### src/rtl/sparse_adder_rr_sched.sv
// Round-robin scheduler sharing one 16-bit sparse adder among NREQ requesters.
// Define ADD_CHAIN_EN to enable locked multi-beat carry chaining via req_last.

module sparse_adder_16 (
  input  logic [15:0] a,
  input  logic [15:0] b,
  input  logic        cin,
  output logic [15:0] sum,
  output logic        cout
);

  logic [15:0] g;
  logic [15:0] p;
  logic [3:0]  gg;
  logic [3:0]  gp;
  logic [4:0]  c;
  logic        cc;

  // Lookahead carries only at nibble boundaries; ripple inside each nibble
  always_comb begin
    g  = a & b;
    p  = a ^ b;
    gg = '0;
    gp = '1;
    for (int j = 0; j < 4; j++) begin
      for (int k = 0; k < 4; k++) begin
        gg[j] = g[4*j+k] | (p[4*j+k] & gg[j]);
        gp[j] = gp[j] & p[4*j+k];
      end
    end
    c[0] = cin;
    for (int j = 0; j < 4; j++)
      c[j+1] = gg[j] | (gp[j] & c[j]);
    sum = '0;
    cc  = 1'b0;
    for (int j = 0; j < 4; j++) begin
      cc = c[j];
      for (int k = 0; k < 4; k++) begin
        sum[4*j+k] = p[4*j+k] ^ cc;
        cc = g[4*j+k] | (p[4*j+k] & cc);
      end
    end
    cout = c[4];
  end

endmodule

module sparse_adder_rr_sched #(
  parameter  int NREQ = 4,
  localparam int IDW  = $clog2(NREQ)
) (
  input  logic              clk,
  input  logic              rst_n,
  input  logic [NREQ-1:0]   req_valid,
  output logic [NREQ-1:0]   req_ready,
  input  logic [NREQ*16-1:0] req_a,
  input  logic [NREQ*16-1:0] req_b,
  input  logic [NREQ-1:0]   req_cin,
  input  logic [NREQ-1:0]   req_last,
  output logic [NREQ-1:0]   rsp_valid,
  input  logic [NREQ-1:0]   rsp_ready,
  output logic [15:0]       rsp_sum,
  output logic              rsp_cout,
  output logic [IDW-1:0]    rsp_id
);

  localparam logic S_EMPTY = 1'b0;
  localparam logic S_FULL  = 1'b1;

  logic            state;
  logic [IDW-1:0]  ptr;
  logic [IDW-1:0]  win;
  logic            found;
  logic            free;
  logic            accept;
  logic [NREQ-1:0] grant;
  logic [15:0]     op_a;
  logic [15:0]     op_b;
  logic            op_cin;
  logic [15:0]     add_sum;
  logic            add_cout;

`ifdef ADD_CHAIN_EN
  logic            lock;
  logic [IDW-1:0]  lock_id;
`else
  logic            unused_last;
  assign unused_last = ^req_last;
`endif

  assign free = (state == S_EMPTY) | rsp_ready[rsp_id];

  always_comb begin
    win   = '0;
    found = 1'b0;
    for (int k = 1; k <= NREQ; k++) begin
      if (!found && req_valid[(int'(ptr) + k) % NREQ]) begin
        found = 1'b1;
        win   = IDW'((int'(ptr) + k) % NREQ);
      end
    end
`ifdef ADD_CHAIN_EN
    if (lock) begin
      win   = lock_id;
      found = req_valid[lock_id];
    end
`endif
    grant = '0;
    if (free && found)
      grant[win] = 1'b1;
  end

  // Hold off all grants while reset is asserted
  assign req_ready = grant & {NREQ{rst_n}};
  assign accept    = |(req_valid & req_ready);

  always_comb begin
    op_a   = req_a[16*int'(win) +: 16];
    op_b   = req_b[16*int'(win) +: 16];
    op_cin = req_cin[win];
`ifdef ADD_CHAIN_EN
    if (lock)
      op_cin = rsp_cout;
`endif
  end

  sparse_adder_16 u_add (
    .a    (op_a),
    .b    (op_b),
    .cin  (op_cin),
    .sum  (add_sum),
    .cout (add_cout)
  );

  always_ff @(posedge clk or negedge rst_n) begin
    if (!rst_n) begin
      state    <= S_EMPTY;
      rsp_sum  <= '0;
      rsp_cout <= 1'b0;
      rsp_id   <= '0;
      ptr      <= IDW'(NREQ - 1);
`ifdef ADD_CHAIN_EN
      lock     <= 1'b0;
      lock_id  <= '0;
`endif
    end else if (accept) begin
      state    <= S_FULL;
      rsp_sum  <= add_sum;
      rsp_cout <= add_cout;
      rsp_id   <= win;
      ptr      <= win;
`ifdef ADD_CHAIN_EN
      lock     <= ~req_last[win];
      lock_id  <= win;
`endif
    end else if (state == S_FULL && rsp_ready[rsp_id]) begin
      state <= S_EMPTY;
    end
  end

  always_comb begin
    rsp_valid = '0;
    if (state == S_FULL)
      rsp_valid[rsp_id] = 1'b1;
  end

endmodule

### config.mk
export PLATFORM = sky130hd
export DESIGN_NAME = sparse_adder_rr_sched
export DESIGN_NICKNAME = d
export VERILOG_FILES = /design/src/rtl/sparse_adder_rr_sched.sv
export SDC_FILE = /design/constraint.sdc
export NUM_CORES = 1
export LEC_CHECK = 0
export CAP_MARGIN = 20
export CORE_MARGIN = 2
export CORE_UTILIZATION = 40
export CTS_CLUSTER_SIZE = 24
export DETAILED_ROUTE_END_ITERATION = 12
export PLACE_DENSITY_LB_ADDON = 0.15
export SETUP_SLACK_MARGIN = 0.4
export SLEW_MARGIN = 20
export SYNTH_ARGS = -nofsm -noshare
export SYNTH_HDL_FRONTEND = slang
export SYNTH_SLANG_ARGS = --single-unit
### constraint.sdc
create_clock -name clk -period 10 [get_ports clk]
set_input_delay 1 -clock clk [delete_from_list [all_inputs] [get_ports clk]]
set_output_delay 1 -clock clk [all_outputs]
set_load 0.02 [all_outputs]
==> impl_metrics.csv <==
group,metric,value,unit
global_routing,track_usage,0.236,
drt,vias,3149,
placed_design,place_inst,607,
setup_path,slowest_stage,"o221a_2",
job,max-cap-violations,0,
synthesis,synth_edf_count,0,
synthesis,synth_nets,556,
setup_path,cpPeakStageDelay,0.74,ns
run_status,outcome,"completed",
finish,mostFrequentLayoutCell,"clkdlybuf4s50_1",
setup_path,worstPathCellList,"clkdlybuf4s50_1, nand2b_1, nand3_1, o221a_2, buf_4, nand2_1, and3_1, a31oi_1, ha_1, a21oi_1, o21ai_0, a221oi_1, o21ai_0, fa_1, fa_1, inv_1, fa_1, o21ai_0",
timing,period_minus_slack,6.00,ns
global_routing,grt_max_degree,41,
clock_network,clkTransAtPathRegs,0.08,ns
clock_network,hold_buffers,0,
synthesis,synth_area,2680,um^2
placed_design,portBuffers,168,
timing,slew_headroom,0.441,
global_routing,antenna_found_initial,0,
drt,vias_per_cell,5.15,
setup_path,path_buf_inv,3,
timing,drv_slew,0,
drt,wire_per_inst,14.2,um
setup_path,cp_top_family,"compound AO/OA/AOI/OAI gates",
power_and_ir_drop,p_leak,1.98,nW
setup_path,crit_type,"input port to flop",
timing,fmax,167,MHz
floorplanning,die_w,85.9,um
placed_design,place_area,4400,um^2
setup_path,required,10.18,ns
clock_network,tritoncts,"yes",
global_routing,grt_first_pass_wirelength,14200,um
setup_path,cp_max_fo,40,
clock_network,ctsHtreeMaxLevel,1,
placed_design,place.gp.congestion,0.826,
synthesis,yosysTopAreaCellShare,0.213,
clock_network,cts.path.max_buffers,2,
synthesis,ys.flop_type,"dfrtp_1",
drt,drt-pass1-iter-count,4,
timing,rsz0062_at_grt,"no",
timing,skew,0.00418,ns
floorplanning,die_h,85.9,um
clock_network,root_buffer,"clkbuf_8",
global_routing,grt_pass1_vias,3183,
finish,fillCellCount,561,
floorplanning,dieArea,7380,um^2
floorplanning,core-area,6420,um^2
global_routing,grt-ovfl-total,0,
drt,drc,0,
synthesis,ys_warn_count,0,
clock_network,cts_sinks,22,
synthesis,yosysSeqAreaShare,0.206,
synthesis,synth_cell_types,38,
timing,holdWs,0.477,ns
power_and_ir_drop,total_power,1.28,mW
setup_path,endpoint_kind,"flop",
finish,final_nets,709,
timing,worst_pin_slew,0.839,ns
setup_path,cp.depth,18,
power_and_ir_drop,power.density,288,nW/um^2
setup_path,startpoint_type,"input port",
finish,instances_no_fill,611,
drt,drt_iter0_markers,97,
timing,finalSetupTns,0,ns
timing,setup_violations,0,
finish,drive_gt1_frac,0.0487,
setup_path,ff2ff_path_depth,16,
drt,ant_nets,0,
finish,diodes,0,
synthesis,yosys-top-cells-area,"nand2_1, dfrtp_1, fa_1",
timing,report.final.hold_viol_count,0,
clock_network,post_cts_buffers,0,
power_and_ir_drop,ir_drop,0.120,mV
clock_network,cts_resized,0,
placed_design,dp_hpwl,7060,um
finish,syn2layout_area_growth,66.4,%
floorplanning,io_pins,173,
finish,final_cell_mix,"clkdlybuf4s50_1, nand2_1, and3_1, a31oi_1, nand3_1",
synthesis,synth_seq_cells,22,
hold_path,worstHoldPathType,"flop to flop",
floorplanning,rows,29,
clock_network,cts_made_buffers,3,
setup_path,cp_data_arrival_time,6.18,ns
finish,finalInstanceArea,4470,um^2
synthesis,syn_inst,382,
drt,drt-total-wl,8650,um
timing,fin_crit_sh,0.600,
floorplanning,start_util,0.418,
synthesis,synth_area_per_cell,7.03,um^2
synthesis,async_flop_share,1.00,
hold_path,holdPathStages,2,
clock_network,worst_skew_pair.late_latency,0.26,ns
synthesis,synth.largest_area_cell,"nand2_1",
cell families (layout without fill, tap and decap cells):
kind of cell / after synthesis / in the layout / synth area share
mux: 9 / 9 / 0.0462
compound gates: 58 / 58 / 0.142
xor+xnor: 4 / 4 / 0.0131
fa+ha+maj: 28 / 28 / 0.164
flops: 22 / 22 / 0.206
buf+inv: 30 / 182 / 0.0490
simple gates: 231 / 231 / 0.380
layout make-up:
class,instances,area [um^2],area share
multi-input cells,330,2020,0.452
clock inverters,1,30.0,0.00672
clock buffers,3,41.3,0.00924
flip-flops and latches,22,553,0.124
well taps,77,96.3,0.0216
inverters,6,22.5,0.00504
repair buffers,172,1710,0.382
registers in the layout, indices dropped and copies added, names as in the netlist:
signal / flops
rsp_sum: 16
ptr: 2
rsp_id: 2
rsp_cout: 1
state: 1
synth_stat cells, types with 2 or more instances:
library cell and n:
buf_2 12, o21ai_0 11, nor2_1 7, inv_1 5, nand3_1 21, clkbuf_1 8
dfstp_2 2, and3_1 22, fa_1 12, nor3b_1 2, a21oi_1 8, nand2_1 152
a31oi_1 22, mux4_2 2, a21o_1 8, xor2_1 3, o21ai_1 2, mux2_2 7
nand2b_1 6, nor3_1 5, nand4_1 3, dfrtp_1 20, buf_1 3, and2_1 10
ha_1 16
through the flow:
step,util,setup slack (ns)
after floorplan,-,5.32
after detailed placement,0.685,3.73
after global placement,0.685,3.80
after CTS,0.696,3.98
after global routing,0.696,3.57
final,0.696,4.00
routing by layer:
metal	track usage	up-vias	wire length (um)
li1	-	1603	-
met1	0.304	1425	3870
met2	0.415	115	4130
met3	0.0423	6	585
met4	0.0462	0	65
met5	0	-	0
worst reg2reg max path, cell delays in order, from the launching register on:
cell	delay (ns)
dfstp_2	0.55
nand2b_1	0.20
o221a_2	0.76
buf_4	0.42
nand2_1	0.09
and3_1	0.18
a31oi_1	0.29
ha_1	0.31
a21oi_1	0.14
o21ai_0	0.13
a221oi_1	0.38
o21ai_0	0.18
fa_1	0.40
fa_1	0.36
inv_1	0.07
fa_1	0.40
o21ai_0	0.15
report_power, final:
group	switching (mW)	internal [mW]
clock	0.0273	0.0534
sequential	0.0329	0.140
combinational	0.563	0.468
path summary, 6_finish.rpt:
path,start,end,slack [ns]
max in group asynchronous,rst_n,ptr[1]$_DFFE_PN1P_,8.95
worst min register to register,ptr[0]$_DFFE_PN1P_,ptr[0]$_DFFE_PN1P_,0.48
worst max register to register,ptr[0]$_DFFE_PN1P_,rsp_sum[10]$_DFFE_PN0P_,4.91
worst max-delay path,req_valid[3],rsp_sum[10]$_DFFE_PN0P_,4.00
worst min-delay path,ptr[0]$_DFFE_PN1P_,ptr[0]$_DFFE_PN1P_,0.48
min in group asynchronous,rst_n,state$_DFFE_PN0P_,0.70
No activity file was read; power rests on OpenSTA's default activity.
